`src/rtl/cursor_sprite_renderer.sv`:
```
// cursor_sprite_renderer
//   Paints a SIZE x SIZE square cursor into a shared framebuffer through a
//   valid/ready pixel-write port. It remembers the footprint currently in the
//   framebuffer (lx, ly, lcolor). A move erases that footprint with COLOR_NONE
//   and then draws the new one. A colour-only change redraws in place. Pixels
//   beyond the screen edge are skipped, one cycle per skipped pixel.
//
// Ports
//   clk, reset             system clock; synchronous active-high reset
//   cursor_x, cursor_y     requested cursor top-left corner
//   current_color          requested cursor colour
//   enable                 1 = cursor visible, 0 = cursor hidden
//   wr_valid / wr_ready    pixel-write handshake towards the framebuffer
//   wr_x, wr_y, wr_color   pixel being written
//   busy                   high while a draw or erase scan is running
module cursor_sprite_renderer #(
  parameter int WIDTH       = 640,
  parameter int HEIGHT      = 480,
  parameter int SIZE        = 2,
  parameter int COLOR_WIDTH = 4,
  parameter logic [COLOR_WIDTH-1:0] COLOR_NONE = '0
) (
  input  logic                      clk,
  input  logic                      reset,
  input  logic [$clog2(WIDTH)-1:0]  cursor_x,
  input  logic [$clog2(HEIGHT)-1:0] cursor_y,
  input  logic [COLOR_WIDTH-1:0]    current_color,
  input  logic                      enable,
  output logic                      wr_valid,
  input  logic                      wr_ready,
  output logic [$clog2(WIDTH)-1:0]  wr_x,
  output logic [$clog2(HEIGHT)-1:0] wr_y,
  output logic [COLOR_WIDTH-1:0]    wr_color,
  output logic                      busy
);

  localparam int XW = $clog2(WIDTH);
  localparam int YW = $clog2(HEIGHT);
  localparam int CW = $clog2(SIZE + 1);

  // Screen limits at one bit wider than a coordinate, so that lx+dx and
  // ly+dy can be compared against them without wrapping.
  localparam logic [XW:0]   X_LIM = (XW + 1)'(WIDTH);
  localparam logic [YW:0]   Y_LIM = (YW + 1)'(HEIGHT);
  localparam logic [CW-1:0] LAST  = CW'(SIZE - 1);

  typedef enum logic [1:0] {IDLE, DRAW, SHOWN, ERASE} state_t;

  state_t                   state;
  logic [XW-1:0]            lx;
  logic [YW-1:0]            ly;
  logic [COLOR_WIDTH-1:0]   lcolor;
  logic [CW-1:0]            dx;
  logic [CW-1:0]            dy;

  logic [XW:0] px;
  logic [YW:0] py;
  logic        scanning;
  logic        in_bounds;
  logic        step;
  logic        last_px;

  // The write port is decoded purely from registered state and counters, so
  // there is no combinational path from any input to the outputs.
  assign scanning  = (state == DRAW) || (state == ERASE);
  assign px        = {1'b0, lx} + (XW + 1)'(dx);
  assign py        = {1'b0, ly} + (YW + 1)'(dy);
  assign in_bounds = (px < X_LIM) && (py < Y_LIM);

  assign wr_valid  = scanning && in_bounds;
  assign wr_x      = px[XW-1:0];
  assign wr_y      = py[YW-1:0];
  assign wr_color  = (state == DRAW) ? lcolor : COLOR_NONE;
  assign busy      = scanning;

  // A clipped pixel advances without a handshake; an in-bounds pixel waits
  // for wr_ready so it is neither dropped nor repeated.
  assign step      = scanning && (!in_bounds || wr_ready);
  assign last_px   = (dx == LAST) && (dy == LAST);

  // NOTE: state registers use non-blocking assignments so every branch reads
  // the pre-edge values, regardless of statement order.
  always_ff @(posedge clk) begin
    if (reset) begin
      state  <= IDLE;
      lx     <= '0;
      ly     <= '0;
      lcolor <= COLOR_NONE;
      dx     <= '0;
      dy     <= '0;
    end else begin
      case (state)
        IDLE: begin
          if (enable) begin
            lx     <= cursor_x;
            ly     <= cursor_y;
            lcolor <= current_color;
            dx     <= '0;
            dy     <= '0;
            state  <= DRAW;
          end
        end

        DRAW, ERASE: begin
          if (step) begin
            if (last_px) begin
              dx    <= '0;
              dy    <= '0;
              state <= (state == DRAW) ? SHOWN : IDLE;
            end else if (dx == LAST) begin
              dx <= '0;
              dy <= dy + CW'(1);
            end else begin
              dx <= dx + CW'(1);
            end
          end
        end

        SHOWN: begin
          // Hiding or moving must first remove the old footprint; lx/ly are
          // left untouched so the erase scans the old position.
          if (!enable || (cursor_x != lx) || (cursor_y != ly)) begin
            dx    <= '0;
            dy    <= '0;
            state <= ERASE;
          end else if (current_color != lcolor) begin
            lcolor <= current_color;
            dx     <= '0;
            dy     <= '0;
            state  <= DRAW;
          end
        end

        default: state <= IDLE;
      endcase
    end
  end

endmodule

```
`config.mk`:
```
export PLATFORM = sky130hd
export DESIGN_NAME = cursor_sprite_renderer
export DESIGN_NICKNAME = d
export VERILOG_FILES = /design/src/rtl/cursor_sprite_renderer.sv
export SDC_FILE = /design/constraint.sdc
export NUM_CORES = 1
export LEC_CHECK = 0
export ABC_AREA = 1
export CAP_MARGIN = 20
export CELL_PAD_IN_SITES_DETAIL_PLACEMENT = 1
export CELL_PAD_IN_SITES_GLOBAL_PLACEMENT = 1
export CORE_MARGIN = 5
export CORE_UTILIZATION = 33
export DETAILED_ROUTE_END_ITERATION = 16
export MAX_ROUTING_LAYER = met4
export PLACE_DENSITY_LB_ADDON = 0.1
export SLEW_MARGIN = 10
export SYNTH_ARGS = -nofsm -noshare
export SYNTH_HDL_FRONTEND = slang
export SYNTH_SLANG_ARGS = --single-unit
```
`constraint.sdc`:
```
create_clock -name clk -period 3.2 [get_ports clk]
set_clock_uncertainty 0.15 [all_clocks]
set_input_delay 0.64 -clock clk [delete_from_list [all_inputs] [get_ports clk]]
set_output_delay 0.64 -clock clk [all_outputs]
set_load 0.005 [all_outputs]
```
# Yosys cells after proc, flatten, opt, wreduce, memory -nomap -nowiden
# Cells that the tools add are included.
dict set report word_totals {
  wordCells 68
  ff_bits 29
  inputBits 27
  out_inout_bits 25
}
dict set report op_classes {
  muxes 23
  eq_ne 15
  magnitude_cmp 2
  n_addsub 4
  reduce_logical 18
}
# operator count
set op_table {}
lappend op_table {{two-way mux 2 bit} 15}
lappend op_table {{one-hot mux 2 bit (3 select lines)} 3}
lappend op_table {{two-way mux 4 bit} 4}
lappend op_table {{AND reduction 4 bit} 3}
lappend op_table {{adder 10 x 2 -> 11 bit} 1}
lappend op_table {{< comparator 11 x 10 -> 1 bit, second input constant} 1}
lappend op_table {{adder 9 x 2 -> 10 bit} 1}
lappend op_table {{< comparator 10 x 9 -> 1 bit, second input constant} 1}
lappend op_table {{inequality test 10 bit} 1}
lappend op_table {{inequality test 2 bit, second input constant} 5}
lappend op_table {{inequality test 9 bit} 1}
lappend op_table {{one-hot mux 4 bit (2 select lines)} 1}
lappend op_table {{== test 2 x 1 -> 1 bit, second input constant} 3}
lappend op_table {{inequality test 3 bit, second input constant} 2}
lappend op_table {{adder 2 x 1 -> 2 bit, second input constant} 2}
lappend op_table {{== test 2 bit, second input constant} 2}
lappend op_table {{logical AND 1 bit} 4}
lappend op_table {{logical OR 1 bit} 4}
lappend op_table {{inequality test 4 bit} 1}
lappend op_table {{AND reduction 3 bit} 1}
lappend op_table {{zero test 1 bit} 2}
lappend op_table {{zero test 2 bit} 1}
lappend op_table {{AND reduction 2 bit} 1}
lappend op_table {{nonzero test 2 bit} 1}
lappend op_table {{OR reduction 2 bit} 1}

# Longest topological paths before layout
# Gate-level depths: netlist (run 1).
dict set report logic_depth {
  ltp_word 8
  depth_mapped 14
  mapped_depth_nobuf 14
}

# Worst setup path before layout (run 1)
# OpenSTA, ideal clock, no wires.
dict set report synth_path {
  path_type {register to output}
  from {reg ly[0]}
  to {out wr_valid}
  stages_incl_launch_ff 11
  path_buffers 0
  arrival_time_ps 1616
  required_ps 2410
  path_slack_ps 794
  cell_sequence {dfxtp_1 > ha_1 > inv_1 > fa_1 > nor2_2 > nand2_1 > nand2_1 > nand2_1 > nor2_1 > nand2_1 > and3_1}
}
dict set report synth_between {
  elab_chain_cells 4
}
# element line_no
set synth_lines {}
lappend synth_lines {{from (decl)} 51} ;# logic [YW-1:0] ly;
lappend synth_lines {{from (signal assigned)} 96} ;# ly <= cursor_y;
lappend synth_lines {{adder 9 x 2 -> 10 bit} 67} ;# assign py = {1'b0, ly} + (YW + 1)'(dy);
lappend synth_lines {{< comparator 10 x 9 -> 1 bit} 68} ;# assign in_bounds = (px < X_LIM) && (py < Y_LIM);
lappend synth_lines {{logical AND 1 bit} 68}
lappend synth_lines {{logical AND 1 bit} 70} ;# assign wr_valid = scanning && in_bounds;
lappend synth_lines {{to (decl)} 29} ;# output logic wr_valid,
# No other way between the ends.

# Final worst setup path (run 1)
dict set report layout_path {
  from {reg dy[0]}
  to {out wr_y[4]}
}
dict set report layout_between {
  elab_chain_cells 1
}
# element line_no
set layout_lines {}
lappend layout_lines {{from (decl)} 54} ;# logic [CW-1:0] dy;
lappend layout_lines {{from (signal assigned)} 112} ;# dy <= dy + CW'(1);
lappend layout_lines {{adder 9 x 2 -> 10 bit} 67}
lappend layout_lines {{to (decl)} 32} ;# output logic [$clog2(HEIGHT)-1:0] wr_y,
# No other way between the ends.

==> impl_table.tex, run 1 <==
\begin{tabular}{lr}
\hline
Metric & Value \\
\hline
\multicolumn{2}{l}{\textbf{Status}} \\
Outcome & completed \\
\multicolumn{2}{l}{\textbf{Yosys}} \\
Top cells by area in the synthesized netlist & dfxtp\_1, nand2\_1, inv\_1 \\
Post-synth ARST share & 0\% \\
Top cells by count, synth & nand2\_1, inv\_1, nor2\_1 \\
Number of nets produced by synthesis & 382 \\
Number of flops mapped to enable cells by yosys & 0 \\
Synthesized instance count & 349 \\
Post-synth design cell area & 2090 um2 \\
Synthesis warning total & 0 \\
Number of flip-flops and latches in the synthesized netlist & 29 \\
Mean post-synth cell area & roughly 6.0 um2 \\
Synth area leader & dfxtp\_1 \\
Area fraction of the dominant cell type after synthesis & between 20\% and 30\% \\
Most common cell in the netlist & nand2\_1 \\
Portion of the post-synthesis area used by sequential elements & 27.8\% \\
Number of different library cells in the post-synthesis netlist & 25 \\
Top\_reg\_cell synth & dfxtp\_1 \\
\multicolumn{2}{l}{\textbf{Routing}} \\
Highest metal layer used by the detailed router & met4 \\
Starting DRC count in detailed routing & 88 \\
DR WL met3 & about 230 um \\
Post-Route M1 WL & 3.03 mm \\
Vias per inst & 4.64 \\
Wire length on met2 & 2.92 mm \\
Total Wirelength & around 6.2 mm \\
Count of TritonRoute iterations in the first routing pass & 4 \\
Number of nets still failing antenna checks after routing & 0 \\
Post-route DRC & 0 \\
Vias after detailed routing & roughly 2200 \\
Post-DR wirelength/cell & 12.9 um \\
\multicolumn{2}{l}{\textbf{Critical path}} \\
Worst stage delay on the critical path & approximately 0.54 ns \\
CP Data Arrival Time & 2.21 ns \\
Buffers and inverters on the worst path & 3 \\
Logic depth of the worst setup path including buffers & 7 \\
Sort of element at the end of the critical path & output pin \\
Maximum fanout along the worst path & 3 \\
Cell class contributing the biggest share of worst-path delay & buffers and inverters \\
Cell depth of the worst flop-to-flop path & 13 \\
Critical path type & register to output pin \\
Sequence of cells on the critical path & ha\_2 > inv\_1 > fa\_2 > nor2\_4 > buf\_4 > xor2\_1 > clkdlybuf4s50\_1 \\
Startpoint type of the worst setup path & register \\
Required arrival time at the worst endpoint & roughly 2.4 ns \\
Cell at the slowest stage of the critical path & clkdlybuf4s50\_1 \\
\multicolumn{2}{l}{\textbf{Floorplanning}} \\
Core Area & 6240 um2 \\
Number of top-level design ports & 52 \\
Area enclosed by the die boundary & around 8000 um2 \\
Starting density of the core & between 30\% and 40\% \\
Vertical extent of the die & 89.5 um \\
Core Rows & 29 \\
Die Span X & approximately 90 um \\
\multicolumn{2}{l}{\textbf{Timing}} \\
Time the final worst path needs with I/O delays and setup & 3.00 ns \\
Setup Total Neg Slack & 0 ns \\
Worst-case headroom to the max-slew limit & 77.3\% \\
Least-Margin Pin Slew & 0.338 ns \\
Fmax achieved & 333 MHz \\
Period utilisation layout & 93.8\% \\
\# setup viols final & 0 \\
Number of hold violations in the final report & 0 \\
Setup repair after global routing missed its margin & false \\
Max-slew violation total from the final report & 0 \\
\multicolumn{2}{l}{\textbf{Global route}} \\
Initial antenna violation count & 0 \\
Total Routing Usage GR & 17.2\% \\
Via count of the first global-routing pass & around 2200 \\
Largest net degree at the start of global routing & 35 \\
Total grt overflow & 0 \\
Wire length of the first global-routing pass & 10.3 mm \\
\multicolumn{2}{l}{\textbf{Cells and area}} \\
Synth-to-Final Area Change & 35.0\% \\
Antenna cell count & 0 \\
Layout cells sized above 1 & 9.36\% \\
Filler-free cell count of the finished design & 483 \\
Number of nets in the final layout & roughly 440 \\
\multicolumn{2}{l}{\textbf{Pwr}} \\
Worst vdd rail ir drop & 0.288 mV \\
Overall Power & 1.37 mW \\
Pwr per Cell Area & 486 nW/um2 \\
Leakage power of the design & 1.37 nW \\
\multicolumn{2}{l}{\textbf{Clocking}} \\
H-tree depth & 2 \\
Clock network latency to the later pin of the worst-skew pair & 0.28 ns \\
Number of buffers inserted during clock tree synthesis & 5 \\
Maximum buffer depth of the clock tree & 2 \\
Clock transition at the registers of the reported paths & 0.06 ns \\
Sink Count & 29 \\
TritonCTS clock tree & built \\
Clock root buffer & clkbuf\_8 \\
\multicolumn{2}{l}{\textbf{Min path}} \\
Worst hold-check path type & register to register \\
Hold path depth & 2 \\
\multicolumn{2}{l}{\textbf{Place}} \\
Count of input and output buffers & a little over 50 \\
Detailed Place HPWL & 5.00 mm \\
Final Wtd Congestion & 0.826 \\
Cells after DPL & 473 \\
\multicolumn{2}{l}{\textbf{Flow run}} \\
Count of max-cap constraint violations & 0 \\
\hline
\end{tabular}
power breakdown:
group	internal (mW)	switching [mW]	total, mW
registers	0.429	0.0699	0.499
logic	0.266	0.297	0.562
clock network	0.170	0.137	0.308
worst paths after layout:
| kind | from | end | slack [ns] |
|---|---|---|---|
| setup / recovery | dy[0] | wr_y[4] | 0.20 |
| hold / removal | lcolor[2] | lcolor[2] | 0.34 |
| setup reg to reg | dy[0] | dx[0] | 1.00 |
| hold reg to reg | lcolor[2] | lcolor[2] | 0.34 |
through the flow:
step / area (um2) / utilization (%) / setup slack, ns / hold slack [ns]
2_1_floorplan: 2090 / - / 0.794 / 0.306
3_3_place_gp: 2690 / 43.1 / 0.231 / 0.320
3_5_place_dp: 2690 / 43.1 / 0.184 / 0.333
4_1_cts: 2820 / 45.1 / 0.189 / 0.341
5_1_grt: 2820 / 45.1 / 0.0108 / 0.363
6_report: 2820 / 45.1 / 0.199 / 0.338
registers in the layout, indices dropped and copies added (netlist names):
signal,cells
dx,2
dy,2
lcolor,4
lx,10
ly,9
state,2
layout by cell type (no fill, tap or decap), types with 2 or more instances in the layout:
master	instances
a21oi_1	27
buf_4	6
clkbuf_8	6
clkdlybuf4s50_1	50
dfxtp_1	27
dfxtp_2	2
fa_2	2
ha_1	3
inv_1	60
inv_2	2
nand2_1	104
nand2_2	6
nand3_1	12
nand3_2	2
nand4_1	3
nor2_1	36
nor2_2	6
nor2_4	3
nor3_1	2
o21ai_0	27
xor2_1	11
what timing repair did:
| action | 4_1_cts | 5_1_grt |
|---|---|---|
| hold buffers | 0 | 0 |
| resized for setup | 9 | 1 |
| setup endpoints to repair | 1 | 1 |
| setup buffers | 3 | 0 |
| pin swaps | 4 | 0 |
| endpoints found under the hold margin | 0 | 0 |
worst reg2reg max path, cell delays in order (launching register included):
cell and delay, ns:
dfxtp_2 0.34, ha_2 0.18, inv_1 0.06, fa_2 0.44
nor2_4 0.12, nand2_1 0.06, nand2_1 0.05, nand2_1 0.06
nor2_1 0.13, nand2_2 0.09, nand4_4 0.11, nand2_1 0.07
o21ai_1 0.18, nor2_1 0.05
layer usage:
metal | track usage, % | vias to the layer above
li1 | - | 1185
met1 | 22.6 | 1018
met2 | 27.0 | 32
met3 | 3.41 | 5
met4 | 4.06 | 0
met5 | - | -
final cells by class:
| class | count | area, um2 |
|---|---|---|
| Tap cell | 77 | 96.3 |
| Clock buffer | 7 | 86.3 |
| Timing Repair Buffer | 57 | 554 |
| Multi-Input combinational cell | 251 | 1260 |
| Fill cell | 851 | 3420 |
| Inverter | 62 | 233 |
| Sequential cell | 29 | 583 |
kinds of logic after synthesis:
kind of cell	Yosys count	synth area share, %
simple gates	176	36.3
buf+inv	69	12.5
compound gates	57	14.0
flops	29	27.8
xor+xnor	12	5.04
fa+ha+maj	6	4.32
Power figures use the tool's default switching activity.
==> run 2: changes to the inputs <==
--- a/config.mk
+++ b/config.mk
@@ -13,7 +13,7 @@
 export CORE_UTILIZATION = 33
 export DETAILED_ROUTE_END_ITERATION = 16
 export MAX_ROUTING_LAYER = met4
-export PLACE_DENSITY_LB_ADDON = 0.1
+export PLACE_DENSITY = 0.83
 export SLEW_MARGIN = 10
 export SYNTH_ARGS = -nofsm -noshare
 export SYNTH_HDL_FRONTEND = slang
==> run 2 against run 1 <==
Effect of this change: worst setup slack worse by 0.028 ns; sequential power about the same; clock power down 2%; power down 1.0%; final cell count down 0.41%; fmax down 0.91%; global-route usage down 0.10 points; register-to-register slack about the same; sequential cell count unchanged; largest cell class unchanged; largest power group unchanged.
==> impl_table.tex, run 2 (synthesized netlist as in run 1, its figures left out) <==
\begin{tabular}{lr}
\hline
Metric & Value \\
\hline
\multicolumn{2}{l}{\textbf{Critical path}} \\
Cell depth of the worst flop-to-flop path & 13 \\
R2r setup slk & 0.99 ns \\
Worst reg2reg path startpoint & ly[0] \\
Maximum fanout along the worst path & 3 \\
CP Data Arrival Time & 2.24 ns \\
Worst r2r dst & state[1] \\
Required arrival time at the worst endpoint & 2.41 ns \\
Start point of the critical path & ly[0] \\
Critical path type & register to output pin \\
Startpoint type of the worst setup path & register \\
Sort of element at the end of the critical path & output pin \\
\multicolumn{2}{l}{\textbf{Timing}} \\
Worst-case headroom to the max-slew limit & 43.1\% \\
Setup repair after global routing missed its margin & false \\
Setup Total Neg Slack & 0 ns \\
Period utilisation layout & 94.6\% \\
\# setup viols final & 0 \\
Least-Margin Pin Slew & $\sim$0.85 ns \\
Number of hold violations in the final report & 0 \\
Time the final worst path needs with I/O delays and setup & 3.03 ns \\
Max-slew violation total from the final report & 0 \\
Fmax achieved & 330 MHz \\
\multicolumn{2}{l}{\textbf{Min path}} \\
Hold path depth & 2 \\
Worst hold-check path type & register to register \\
Beginning of the worst hold path & lcolor[3] \\
Hold EP & lcolor[3] \\
\multicolumn{2}{l}{\textbf{Floorplanning}} \\
Area enclosed by the die boundary & roughly 8000 um2 \\
Core Rows & 29 \\
Vertical extent of the die & 89.5 um \\
Starting density of the core & 33.4\% \\
Number of top-level design ports & 52 \\
Core Area & 6240 um2 \\
Die Span X & 89.5 um \\
\multicolumn{2}{l}{\textbf{Pwr}} \\
Seq pwr share & 36.8\% \\
Pwr per Cell Area & 484 nW/um2 \\
Cell internal pwr & between 0.8 and 0.9 mW \\
Combinational share of power & roughly 40\% \\
Worst vdd rail ir drop & 0.243 mV \\
Sw Share & a little under two fifths \\
Leakage power of the design & 1.36 nW \\
Clock network power share & about 22\% \\
Reported net switching power & slightly above 0.5 mW \\
\multicolumn{2}{l}{\textbf{Global route}} \\
Total grt overflow & 0 \\
Wire length of the first global-routing pass & approximately 10 mm \\
Initial antenna violation count & 0 \\
Via count of the first global-routing pass & 2272 \\
Total Routing Usage GR & 17.1\% \\
Largest net degree at the start of global routing & 35 \\
\multicolumn{2}{l}{\textbf{Place}} \\
Detailed Place HPWL & 4.93 mm \\
Final Wtd Congestion & 0.823 \\
Count of input and output buffers & 51 \\
Post-place instance area & between 2000 and 3000 um2 \\
\multicolumn{2}{l}{\textbf{Routing}} \\
Post-Route M1 WL & 2.85 mm \\
Highest metal layer used by the detailed router & met4 \\
Post-DR wirelength/cell & between 10 and 15 um \\
Post-route DRC & 0 \\
Starting DRC count in detailed routing & approximately 80 \\
Wire length on met2 & 3.01 mm \\
Vias per inst & 4.73 \\
Total Wirelength & between 6 and 7 mm \\
Number of nets still failing antenna checks after routing & 0 \\
DR WL met3 & $\sim$260 um \\
Vias after detailed routing & 2277 \\
Count of TritonRoute iterations in the first routing pass & 4 \\
\multicolumn{2}{l}{\textbf{Clocking}} \\
Sink Count & 29 \\
TritonCTS clock tree & built \\
Clock root buffer & clkbuf\_8 \\
Maximum buffer depth of the clock tree & 2 \\
H-tree depth & 2 \\
Clock network latency to the later pin of the worst-skew pair & 0.28 ns \\
Number of buffers inserted during clock tree synthesis & 5 \\
Clock transition at the registers of the reported paths & 0.07 ns \\
\multicolumn{2}{l}{\textbf{Cells and area}} \\
Final Instance Area & around 2800 um2 \\
Max FFs per register & 10 \\
Biggest register & lx \\
Layout cells sized above 1 & 8.91\% \\
Commonest cells after routing, fill and taps aside & nand2\_1, inv\_1, clkdlybuf4s50\_1, nor2\_1 \\
Registers with the highest flip-flop counts & lx: 10 flops, ly: 9 flops, lcolor: 4 flops \\
Most frequent standard cell in the layout excluding fill and tap cells & nand2\_1 \\
Antenna cell count & 0 \\
Number of nets in the final layout & 436 \\
Synth-to-Final Area Change & 34.0\% \\
\multicolumn{2}{l}{\textbf{Status}} \\
Outcome & completed \\
\multicolumn{2}{l}{\textbf{Flow run}} \\
Count of max-cap constraint violations & 0 \\
\hline
\end{tabular}
run 2: cell count changes in the layout (fill, tap and decap cells not counted):
cell / previous run / this run
clkinv_2: 0 / 2
buf_4: 6 / 3
nor2_4: 3 / 4
ha_2: 1 / 0
clkbuf_8: 6 / 5
nor2_1: 36 / 35
ha_1: 3 / 4
run 2: what timing repair did:
action / CTS / global route
pin swaps: 4 / 0
hold buffers: 0 / 0
resized for setup: 10 / 1
endpoints found under the hold margin: 0 / 0
buffers inserted: 1 / 0
endpoints found under the setup margin: 1 / 1
run 2: per-stage QoR:
step / hold slack (ns) / setup slack [ns] / power, mW / instances / util, %
finish: 0.339 / 0.171 / 1.35 / 481 / 44.8
global route: 0.361 / 0.0199 / 1.47 / 481 / 44.8
CTS: 0.341 / 0.144 / 1.38 / 481 / 44.7
detailed placement: 0.330 / 0.110 / 1.06 / 472 / 42.9
global placement: 0.321 / 0.240 / 1.04 / 472 / 42.9
floorplan: 0.306 / 0.794 / 0.810 / 349 / -
run 2: area by class of cell:
class	instances	area, um2
flip-flops and latches	29	583
clock buffers	6	72.6
inverters	62	233
clock inverters	2	10.0
well taps	77	96.3
fillers	835	3440
multi-input cells	251	1270
repair buffers	54	532
run 2: worst max path at each step:
| stage | endpoint | slack (ns) | depth (start not counted) |
|---|---|---|---|
| 2_1_floorplan | wr_valid | 0.79 | 10 |
| 3_3_place_gp | wr_valid | 0.24 | 10 |
| 3_5_place_dp | wr_valid | 0.11 | 10 |
| 4_1_cts | wr_valid | 0.14 | 11 |
| 5_1_grt | wr_valid | 0.02 | 11 |
| 6_report | wr_valid | 0.17 | 11 |
run 2: power groups by stage:
stage	Clock, mW	Sequential, mW	Combinational [mW]
global route	0.331	0.511	0.632
finish	0.303	0.499	0.552
floorplan	0	0.485	0.325
global placement	0	0.501	0.543
detailed placement	0	0.506	0.555
CTS	0.315	0.499	0.561
run 2: metal layers:
layer,global-route usage (%),vias to the layer above
li1,-,1180
met1,20.3,1053
met2,29.5,39
met3,3.50,5
met4,4.06,0
met5,-,-
run 2: critical path, cell delays in order, from the launching register on:
cell and delay, ns:
dfxtp_2 0.34, ha_1 0.16, inv_1 0.06, fa_2 0.46
nor2_4 0.13, nand2_1 0.06, nand2_1 0.06, nand2_1 0.07
nor2_2 0.12, nand2_2 0.08, and3_1 0.15, dlygate4sd2_1 0.26
==> run 3: changes to the inputs <==
--- a/config.mk
+++ b/config.mk
@@ -6,6 +6,7 @@
 export NUM_CORES = 1
 export LEC_CHECK = 0
 export ABC_AREA = 1
+export ABC_CLOCK_PERIOD_IN_PS = 3200
 export CAP_MARGIN = 20
 export CELL_PAD_IN_SITES_DETAIL_PLACEMENT = 1
 export CELL_PAD_IN_SITES_GLOBAL_PLACEMENT = 1
==> results of run 3 <==
The final DEF is identical to that of run 2; final timing and power are the same.
